**src/rtl/graphics_pkg.sv**
```systemverilog
// graphics_pkg -- shared definitions for the command sequencer.
//   OP_CLEAR / OP_ASSIGN_COLOR / OP_SHOW : command opcodes
//   state_t                              : sequencer state encoding
//   FB_PIXELS_DEFAULT                    : frame-buffer size (640x400)
//   pack_color()                         : builds the 10-bit {Y,Cb,Cr} palette word
package graphics_pkg;

    localparam logic [7:0] OP_CLEAR        = 8'h10;
    localparam logic [7:0] OP_ASSIGN_COLOR = 8'h11;
    localparam logic [7:0] OP_SHOW         = 8'h12;

    localparam int FB_PIXELS_DEFAULT = 256000;

    typedef enum logic [1:0] {
        ST_IDLE,
        ST_COLLECT,
        ST_CLEAR,
        ST_SWITCH_WAIT
    } state_t;

    function automatic logic [9:0] pack_color(input logic [3:0] y,
                                              input logic [2:0] cb,
                                              input logic [2:0] cr);
        return {y, cb, cr};
    endfunction

endpackage

```
**src/rtl/command_sequencer_if.sv**
```systemverilog
// command_sequencer_if -- command input and pixel/palette output bundle.
//   op_code_in/op_code_valid_in      : command byte + 1-cycle strobe
//   operand_in/operand_valid_in      : operand byte + 1-cycle strobe
//   pixel_write_*                    : frame-buffer write port
//   pixel_write_buffer_ready_in      : buffer swap allowed
//   switch_write_buffer_out          : 1-cycle swap request
//   assign_color_*                   : palette write port
//   busy_out / dropped_out           : status
// Modports: master = command source / sink of results, slave = sequencer.
interface command_sequencer_if #(
    parameter int ADDR_WIDTH = 18
);
    logic [7:0]            op_code_in;
    logic                  op_code_valid_in;
    logic [7:0]            operand_in;
    logic                  operand_valid_in;
    logic [ADDR_WIDTH-1:0] pixel_write_address_out;
    logic [3:0]            pixel_write_data_out;
    logic                  pixel_write_enable_out;
    logic                  pixel_write_buffer_ready_in;
    logic                  switch_write_buffer_out;
    logic                  assign_color_enable_out;
    logic [3:0]            assign_color_index_out;
    logic [9:0]            assign_color_value_out;
    logic                  busy_out;
    logic                  dropped_out;

    modport master (
        output op_code_in, op_code_valid_in, operand_in, operand_valid_in,
        output pixel_write_buffer_ready_in,
        input  pixel_write_address_out, pixel_write_data_out, pixel_write_enable_out,
        input  switch_write_buffer_out,
        input  assign_color_enable_out, assign_color_index_out, assign_color_value_out,
        input  busy_out, dropped_out
    );

    modport slave (
        input  op_code_in, op_code_valid_in, operand_in, operand_valid_in,
        input  pixel_write_buffer_ready_in,
        output pixel_write_address_out, pixel_write_data_out, pixel_write_enable_out,
        output switch_write_buffer_out,
        output assign_color_enable_out, assign_color_index_out, assign_color_value_out,
        output busy_out, dropped_out
    );
endinterface

```
**src/rtl/fill_address_generator.sv**
```systemverilog
// fill_address_generator -- walks address 0..count-1, one per cycle.
//   clock_in, reset_n_in : clock, synchronous active-low reset
//   start                : begin a new sweep (address 0 visible next cycle)
//   count                : number of addresses in a sweep
//   address, enable      : registered write address and strobe
//   done                 : high in the cycle the final address is presented
module fill_address_generator #(
    parameter int ADDR_WIDTH = 18
) (
    input  logic                  clock_in,
    input  logic                  reset_n_in,
    input  logic                  start,
    input  logic [ADDR_WIDTH-1:0] count,
    output logic [ADDR_WIDTH-1:0] address,
    output logic                  enable,
    output logic                  done
);

    assign done = enable && (address == count - 1'b1);

    always_ff @(posedge clock_in) begin
        if (!reset_n_in) begin
            enable  <= 1'b0;
            address <= '0;
        end else if (start) begin
            enable  <= 1'b1;
            address <= '0;
        end else if (done) begin
            // Address parks at 0 once the sweep ends.
            enable  <= 1'b0;
            address <= '0;
        end else if (enable) begin
            address <= address + 1'b1;
        end
    end

endmodule

```
**src/rtl/command_sequencer.sv**
```systemverilog
// command_sequencer -- decodes a byte command stream into frame-buffer
// clears, palette writes and buffer-swap requests.
//   clock_in    : system clock (rising edge)
//   reset_n_in  : synchronous active-low reset
//   bus         : command_sequencer_if.slave (commands in, writes/status out)
// Build option: CMD_SEQ_FILL_OPERAND_EN -- when defined, CLEAR takes one
// operand whose low nibble is the fill index; otherwise CLEAR fills with 0.
module command_sequencer
    import graphics_pkg::*;
#(
    parameter int FB_PIXELS  = FB_PIXELS_DEFAULT,
    parameter int ADDR_WIDTH = 18
) (
    input  logic               clock_in,
    input  logic               reset_n_in,
    command_sequencer_if.slave bus
);

    localparam logic [ADDR_WIDTH-1:0] FILL_COUNT = ADDR_WIDTH'(FB_PIXELS);

    state_t                state;
    logic [1:0]            operand_count;
    logic [3:0]            color_index;
    logic [3:0]            color_y;
    logic [2:0]            color_cb;
    logic                  op_accept;
    logic                  operand_accept;
    logic                  fill_operand_pending;
    logic                  fill_start;
    logic                  fill_done;
    logic                  fill_enable;
    logic [ADDR_WIDTH-1:0] fill_address;
    logic [3:0]            fill_index_next;

    // An opcode in COLLECT resynchronises: it is decoded exactly as in IDLE.
    assign op_accept      = bus.op_code_valid_in &&
                            (state == ST_IDLE || state == ST_COLLECT);
    // An opcode in the same cycle wins over the operand.
    assign operand_accept = bus.operand_valid_in && !bus.op_code_valid_in &&
                            (state == ST_COLLECT);

`ifdef CMD_SEQ_FILL_OPERAND_EN
    logic collect_fill;
    assign fill_operand_pending = collect_fill;
    assign fill_start           = operand_accept && collect_fill;
    assign fill_index_next      = bus.operand_in[3:0];
`else
    assign fill_operand_pending = 1'b0;
    assign fill_start           = op_accept && (bus.op_code_in == OP_CLEAR);
    assign fill_index_next      = 4'd0;
`endif

    fill_address_generator #(
        .ADDR_WIDTH (ADDR_WIDTH)
    ) u_fill (
        .clock_in   (clock_in),
        .reset_n_in (reset_n_in),
        .start      (fill_start),
        .count      (FILL_COUNT),
        .address    (fill_address),
        .enable     (fill_enable),
        .done       (fill_done)
    );

    assign bus.pixel_write_address_out = fill_address;
    assign bus.pixel_write_enable_out  = fill_enable;

    always_ff @(posedge clock_in) begin
        if (!reset_n_in) begin
            state                        <= ST_IDLE;
            operand_count                <= 2'd0;
            color_index                  <= 4'd0;
            color_y                      <= 4'd0;
            color_cb                     <= 3'd0;
`ifdef CMD_SEQ_FILL_OPERAND_EN
            collect_fill                 <= 1'b0;
`endif
            bus.pixel_write_data_out     <= 4'd0;
            bus.switch_write_buffer_out  <= 1'b0;
            bus.assign_color_enable_out  <= 1'b0;
            bus.assign_color_index_out   <= 4'd0;
            bus.assign_color_value_out   <= 10'd0;
            bus.busy_out                 <= 1'b0;
            bus.dropped_out              <= 1'b0;
        end else begin
            bus.assign_color_enable_out <= 1'b0;
            bus.switch_write_buffer_out <= 1'b0;
            if (fill_start) begin
                bus.pixel_write_data_out <= fill_index_next;
            end

            case (state)
                ST_IDLE, ST_COLLECT: begin
                    if (op_accept) begin
                        operand_count <= 2'd0;
                        case (bus.op_code_in)
                            OP_CLEAR: begin
`ifdef CMD_SEQ_FILL_OPERAND_EN
                                state        <= ST_COLLECT;
                                collect_fill <= 1'b1;
`else
                                state        <= ST_CLEAR;
`endif
                                bus.busy_out <= 1'b1;
                            end
                            OP_ASSIGN_COLOR: begin
                                state        <= ST_COLLECT;
`ifdef CMD_SEQ_FILL_OPERAND_EN
                                collect_fill <= 1'b0;
`endif
                                bus.busy_out <= 1'b1;
                            end
                            OP_SHOW: begin
                                state        <= ST_SWITCH_WAIT;
                                bus.busy_out <= 1'b1;
                            end
                            default: begin
                                // No-op in IDLE; abandons a partial collection.
                                state        <= ST_IDLE;
                                bus.busy_out <= 1'b0;
                            end
                        endcase
                    end else if (operand_accept) begin
                        if (fill_operand_pending) begin
                            state <= ST_CLEAR;
                        end else begin
                            operand_count <= operand_count + 2'd1;
                            case (operand_count)
                                2'd0:    color_index <= bus.operand_in[3:0];
                                2'd1:    color_y     <= bus.operand_in[7:4];
                                2'd2:    color_cb    <= bus.operand_in[7:5];
                                default: begin
                                    bus.assign_color_enable_out <= 1'b1;
                                    bus.assign_color_index_out  <= color_index;
                                    bus.assign_color_value_out  <=
                                        pack_color(color_y, color_cb, bus.operand_in[7:5]);
                                    operand_count <= 2'd0;
                                    state         <= ST_IDLE;
                                    bus.busy_out  <= 1'b0;
                                end
                            endcase
                        end
                    end
                end
                ST_CLEAR: begin
                    if (bus.op_code_valid_in) begin
                        bus.dropped_out <= 1'b1;
                    end
                    if (fill_done) begin
                        state        <= ST_IDLE;
                        bus.busy_out <= 1'b0;
                    end
                end
                ST_SWITCH_WAIT: begin
                    if (bus.op_code_valid_in) begin
                        bus.dropped_out <= 1'b1;
                    end
                    if (bus.pixel_write_buffer_ready_in) begin
                        bus.switch_write_buffer_out <= 1'b1;
                        state                       <= ST_IDLE;
                        bus.busy_out                <= 1'b0;
                    end
                end
                default: begin
                    state        <= ST_IDLE;
                    bus.busy_out <= 1'b0;
                end
            endcase
        end
    end

endmodule

```
**src/flat_wrapper.sv**
```systemverilog
// flat-port wrapper written by rule: the top's interface ports become plain ports
module command_sequencer_flat import graphics_pkg::*;
#(
    parameter int FB_PIXELS  = FB_PIXELS_DEFAULT,
    parameter int ADDR_WIDTH = 18
)
  (clock_in, reset_n_in, bus_op_code_in, bus_op_code_valid_in, bus_operand_in, bus_operand_valid_in, bus_pixel_write_buffer_ready_in, bus_pixel_write_address_out, bus_pixel_write_data_out, bus_pixel_write_enable_out, bus_switch_write_buffer_out, bus_assign_color_enable_out, bus_assign_color_index_out, bus_assign_color_value_out, bus_busy_out, bus_dropped_out);
  command_sequencer_if #(.ADDR_WIDTH(ADDR_WIDTH)) bus_i ();
  input  logic clock_in;
  input  logic reset_n_in;
  input wire logic [$bits(bus_i.op_code_in)-1:0] bus_op_code_in;
  input wire logic [$bits(bus_i.op_code_valid_in)-1:0] bus_op_code_valid_in;
  input wire logic [$bits(bus_i.operand_in)-1:0] bus_operand_in;
  input wire logic [$bits(bus_i.operand_valid_in)-1:0] bus_operand_valid_in;
  input wire logic [$bits(bus_i.pixel_write_buffer_ready_in)-1:0] bus_pixel_write_buffer_ready_in;
  output wire logic [$bits(bus_i.pixel_write_address_out)-1:0] bus_pixel_write_address_out;
  output wire logic [$bits(bus_i.pixel_write_data_out)-1:0] bus_pixel_write_data_out;
  output wire logic [$bits(bus_i.pixel_write_enable_out)-1:0] bus_pixel_write_enable_out;
  output wire logic [$bits(bus_i.switch_write_buffer_out)-1:0] bus_switch_write_buffer_out;
  output wire logic [$bits(bus_i.assign_color_enable_out)-1:0] bus_assign_color_enable_out;
  output wire logic [$bits(bus_i.assign_color_index_out)-1:0] bus_assign_color_index_out;
  output wire logic [$bits(bus_i.assign_color_value_out)-1:0] bus_assign_color_value_out;
  output wire logic [$bits(bus_i.busy_out)-1:0] bus_busy_out;
  output wire logic [$bits(bus_i.dropped_out)-1:0] bus_dropped_out;
  assign bus_i.op_code_in = bus_op_code_in;
  assign bus_i.op_code_valid_in = bus_op_code_valid_in;
  assign bus_i.operand_in = bus_operand_in;
  assign bus_i.operand_valid_in = bus_operand_valid_in;
  assign bus_i.pixel_write_buffer_ready_in = bus_pixel_write_buffer_ready_in;
  assign bus_pixel_write_address_out = bus_i.pixel_write_address_out;
  assign bus_pixel_write_data_out = bus_i.pixel_write_data_out;
  assign bus_pixel_write_enable_out = bus_i.pixel_write_enable_out;
  assign bus_switch_write_buffer_out = bus_i.switch_write_buffer_out;
  assign bus_assign_color_enable_out = bus_i.assign_color_enable_out;
  assign bus_assign_color_index_out = bus_i.assign_color_index_out;
  assign bus_assign_color_value_out = bus_i.assign_color_value_out;
  assign bus_busy_out = bus_i.busy_out;
  assign bus_dropped_out = bus_i.dropped_out;
  command_sequencer #(.FB_PIXELS(FB_PIXELS), .ADDR_WIDTH(ADDR_WIDTH)) u_core (.clock_in(clock_in), .reset_n_in(reset_n_in), .bus(bus_i));
endmodule
```
**config.mk**
```make
export PLATFORM = sky130hd
export DESIGN_NAME = command_sequencer_flat
export DESIGN_NICKNAME = d
export VERILOG_FILES = /design/src/rtl/graphics_pkg.sv /design/src/rtl/command_sequencer_if.sv /design/src/rtl/fill_address_generator.sv /design/src/rtl/command_sequencer.sv /design/src/flat_wrapper.sv
export SDC_FILE = /design/constraint.sdc
export NUM_CORES = 1
export LEC_CHECK = 0
export ABC_AREA = 1
export CAP_MARGIN = 40
export CORE_MARGIN = 4
export CORE_UTILIZATION = 67
export DETAILED_ROUTE_END_ITERATION = 12
export DONT_BUFFER_PORTS = 1
export GPL_TIMING_DRIVEN = 0
export PLACE_DENSITY_LB_ADDON = 0.08
export SYNTH_ARGS = -nofsm -noshare
export SYNTH_HDL_FRONTEND = slang
export SYNTH_SLANG_ARGS = --single-unit
```
**constraint.sdc**
```tcl
create_clock -name clock_in -period 2.1 [get_ports clock_in]
set_input_delay 0.42 -clock clock_in [delete_from_list [all_inputs] [get_ports clock_in]]
set_output_delay 0.42 -clock clock_in [all_outputs]
set_load 0.01 [all_outputs]
```
Word level (Yosys, flattened, before mapping)
Cells that the tools add are included.
Widths: inputs -> output; s select.
- reduce and logical (&&, ||, !) cells: 25
- equality and inequality tests: 13
- shift-type cells: 0
- add/subtract/negate cells: 2
- $lt $le $gt $ge: 0
- divide/modulo/power cells: 0
- bitwise gates (word level): 5
- mux-type cells: 20
- multipliers: 0
- operators with widths (operator ; number):
    $eq 8x5->1 const B ; 3
    $reduce_and 4->1 ; 5
    $add 18x1->18 const B ; 1
    $eq 18x18->1 const B ; 1
    $mux 2 ; 8
    $pmux 2 s3 ; 2
    $mux 1 ; 9
    $reduce_or 3->1 ; 3
    $eq 2x2->1 const B ; 3
    $reduce_and 2->1 ; 3
    $logic_and 1x1->1 ; 5
    $not 1->1 ; 5
    $eq 2x1->1 const B ; 2
    $logic_not 2->1 ; 2
    $reduce_bool 2->1 ; 2
    $reduce_or 2->1 ; 2
    $reduce_or 4->1 ; 1
    $ne 3x1->1 const B ; 1
    $ne 3x2->1 const B ; 1
    $pmux 1 s3 ; 1
    $add 2x1->2 const B ; 1
    $ne 2x1->1 const B ; 1
    $ne 2x2->1 const B ; 1
    $logic_not 1->1 ; 1
    $logic_or 1x1->1 ; 1
- output and inout port bits: 41
- register bits: 52
- input port bits: 21
- word-level logic and storage cells: 78
- memory bits (writable): 0
- memories: 0
- bits in read-only memories: 0
- latch bits: 0

Longest topological paths before layout
- depth in word-level cells: 6
- mapped depth: 10
- gate-level depth less buffers: 9

Hierarchy
A second synthesis with hierarchy kept.
- cells, all modules: 488
- area total of the unflattened synthesis: 3196.8 µm²
- modules (own cells, without submodules) (module ; area an instance (µm²) ; cells an instance ; seq. area each (µm²) ; times used):
    fill_address_generator ; 1742.9 ; 293 ; 380.4 ; 1
    command_sequencer ; 1453.9 ; 195 ; 660.6 ; 1

Worst setup path before layout
No wires, ideal clock.
- path kind: register to register
- start: register u_core.operand_count[0]
- end: register u_core.state[1]
- setup time: 115 ps
- data required time: 1985 ps
- data arrival time: 1318 ps
- slack: 667 ps
- stages on the path, launching flop included: 10
- path through: dfxtp_1 -> ha_1 -> buf_2 -> nand3_1 -> nand2_1 -> inv_1 -> a31oi_1 -> nand2_1 -> o21ai_0 -> inv_1
- word-level cells in the longest chain between the ends: 4
- elaborated cells between the ends (all ways): 6
- classes of those cells: eq/ne: 3; reduce/logical: 3
- RTL lines (what ; line ; source):
    from (decl) ; command_sequencer.sv:22 ; logic [1:0] operand_count;
    from (signal assigned) ; command_sequencer.sv:127 ; operand_count <= operand_count + 2'd1;
    $eq 2x1->1, or another cell as far along ; command_sequencer.sv:128 ; case (operand_count)
    $reduce_or 3->1 (no source line) (*) ; - ;
    $ne 3x2->1 (no source line) (*) ; - ;
    $reduce_and 4->1 (no source line) (*) ; - ;
    to (signal assigned) ; command_sequencer.sv:125 ; state <= ST_CLEAR;
    to (signal assigned) ; command_sequencer.sv:138 ; state <= ST_IDLE;
    to (signal assigned) ; command_sequencer.sv:150 ; state <= ST_IDLE;
    to (decl) ; command_sequencer.sv:21 ; state_t state;
Every way passes the cells marked *; elsewhere a longest branch is shown, timed or not.
A chain may end at the register's enable or synchronous reset.

Worst setup path in the final report
Ends and elaborated chain as after synthesis.

==> impl_metrics.toml <==
[status]
status = "finished, final reports clean"

[setup_path]
endpoint = "u_core.state[1]"
crit_type = "flip-flop to flip-flop"
cp-startpoint = "u_core.operand_count[0]"
rr_worst_depth = 9
arrival_ps = 1920
crit_fanout = 8
cp-start-kind = "flip-flop"
worstPathRequired_ps = 2380
regToRegSetupSlack_ps = 470
r2r-start = "u_core.operand_count[0]"
r2r-end = "u_core.state[1]"
end_kind = "flip-flop"

[logic_synthesis]
yosys_register_bits = 52
synthCells = 315
yosys_warnings = 0
ys_types = 33
seq_area_frac_synth_pct = 44.0
synth_area_per_cell_um2 = 7.52
synthesis.area_mm2 = 0.00237

[route]
drt_wl_total_mm = 4.90
drtPass1Iterations = 4
wl_per_cell_um = 13.2
dr.first_iter.drc_count = 120
vias_per_cell = 5.42
vias = 2018
drc_errors = 0
drtAntennaViolNets = 0

[pwr]
p_leak_nw = 0.912
power_mw = 1.64
peakVddDrop_mv = 0.553
pwr_density_cell_mw_per_mm2 = 652

[cts]
clkTransAtPathRegs_ps = 140
clockBufferDepth = 2
cts_tree = "built"
htree_levels = 2
cts_setup_buffers = 0
cts.sinks = 52
clock-root-buffer = "clkbuf_4"
cts_resized = 0
postCtsHoldBufs = 0
cts-buffers-inserted = 5
clk-insertion-delay-late_ps = 370

[layout]
final_layout_size_suffix_gt1_share_pct = 10.1
fin_cells = 372
nets = 351
antenna-diode-count = 0
area_delta_synth_final_pct = 6.13
final_area_mm2 = 0.00251
final_cell_mix = "70 x nand2_1, 52 x dfxtp_1, 38 x nor2_1, 33 x nand3_1, 33 x a21oi_1"
fillers = 284
final_common_cell = "nand2_1"

[sta]
setup_violations = 0
post-route-min-period_ps = 1630
post-route-period-util_pct = 77.8
fin_setup_tns_ps = 0
skew_ps = 8.88
fmax_mhz = 612
worst_slack_ps = 466
slew_violations = 0
rsz0062_at_grt = "false"
hold_viol = 0

[floorplan]
fp.dieArea_mm2 = 0.00455
rows = 21
fp.coreArea_mm2 = 0.00336
io_pins = 62
die_w_um = 67.5
start_util_pct = 70.4
die_h_um = 67.5

[global_routing]
grt_pass1_wl_mm = 8.31
gr-usage-all-layers_pct = 24.0
antenna_found_initial = 0
grt_remaining_overflow = 0
grt_max_degree = 16
grt_pass1_vias = 1892

[worst_hold_path]
hold_class = "primary input to flip-flop"
hp-start = "reset_n_in"

[placed_design]
dp.cells = 364
place_congestion = 0.777
dpl.hpwl_mm = 3.68
port_buffers = 0
pre_cts_ws_ps = 495
placed_area_mm2 = 0.00244

[flow_run]
max_cap_viol_count = 0
[worst min-delay path by stage]
stage                           to  slack, ps  depth (start not counted)
2_1_floorplan   u_core.color_cb[0]        440                          2
3_3_place_gp     u_core.color_y[1]        450                          2
3_5_place_dp     u_core.color_y[0]        450                          2
4_1_cts        u_core.bus.busy_out        140                          2
6_report       u_core.bus.busy_out        150                          2
5_1_grt        u_core.bus.busy_out        160                          2
[layer usage]
layer | GRT usage (%) | share of wire [%]
met5 | 0 | 0
met4 | 9.87 | 1.1
met3 | 5.82 | 9.1
met2 | 38.0 | 45
met1 | 31.3 | 45
[metrics by stage]
| stage | hold WS [ps] | util [%] |
|---|---|---|
| 3_3_place_gp | 449 | 72.5 |
| 5_1_grt | 158 | 74.7 |
| 6_report | 149 | 74.7 |
| 2_1_floorplan | 440 | - |
| 3_5_place_dp | 452 | 72.5 |
| 4_1_cts | 136 | 74.7 |
[synthesized netlist by cell type, drive strengths merged]
| cell type | instances | area, um^2 |
|---|---|---|
| nor4 | 1 | 6.26 |
| nor3b | 1 | 7.51 |
| o21ai | 3 | 15.0 |
| nand3b | 1 | 7.51 |
| inv | 24 | 90.1 |
| nand2 | 72 | 275 |
| buf | 10 | 81.3 |
| nand3 | 36 | 203 |
| ha | 5 | 62.6 |
| clkbuf | 4 | 15.0 |
| xnor2 | 5 | 43.8 |
| o211a | 1 | 10.0 |
| nor3 | 4 | 20.0 |
| dfxtp | 52 | 1040 |
| a21oi | 33 | 165 |
| a31oi | 1 | 6.26 |
| nor2 | 45 | 191 |
| o21bai | 2 | 15.0 |
| xor2 | 5 | 43.8 |
| nand4 | 5 | 37.5 |
| conb | 1 | 3.75 |
| or2 | 4 | 27.5 |
[critical path, stage by stage (launching register included)]
cell and delay [ps]:
dfxtp_1 430, ha_1 160, buf_2 180, nand3_1 90, nand2_1 70, inv_1 40
a31oi_1 230, nand2_1 130, o21ai_0 160, inv_1 60
[state kept, by name, indices dropped and copies added, names as in the netlist]
register and flops:
u_core.bus.dropped_out 1, u_core.u_fill.address 18, u_core.operand_count 2, u_core.bus.assign_color_index_out 4, u_core.color_y 4, u_core.color_cb 3, u_core.bus.assign_color_enable_out 1, u_core.bus.busy_out 1
u_core.bus.switch_write_buffer_out 1, u_core.bus.assign_color_value_out 10, u_core.state 2, u_core.u_fill.enable 1, u_core.color_index 4
[cells by family (layout without fill, tap and decap cells)]
| kind of cell | after synthesis | in the layout | share of synthesized area, % |
|---|---|---|---|
| buf+inv | 38 | 46 | 7.87 |
| fa+ha+maj | 5 | 5 | 2.64 |
| xor+xnor | 10 | 10 | 3.70 |
| compound gates | 40 | 40 | 8.93 |
| other cells | 1 | 4 | 0.158 |
| simple gates | 169 | 169 | 32.8 |
| flops | 52 | 52 | 44.0 |
[cell type report]
type | count | area (um^2) | area share (%)
buffer | 14 | 96.3 | 3.83
clock buffer | 6 | 41.3 | 1.64
clock inverter | 2 | 35.0 | 1.39
inverter | 24 | 90.1 | 3.58
multi-input combinational | 228 | 1150 | 45.8
sequential | 52 | 1040 | 41.4
tap | 46 | 57.6 | 2.29
[report_power, final]
group | total, mW | switching (mW) | internal (mW)
logic | 0.0764 | 0.0493 | 0.0271
registers | 1.00 | 0.00976 | 0.995
clock network | 0.557 | 0.307 | 0.250
total | 1.64 | 0.366 | 1.27
Power figures use the tool's default switching activity.
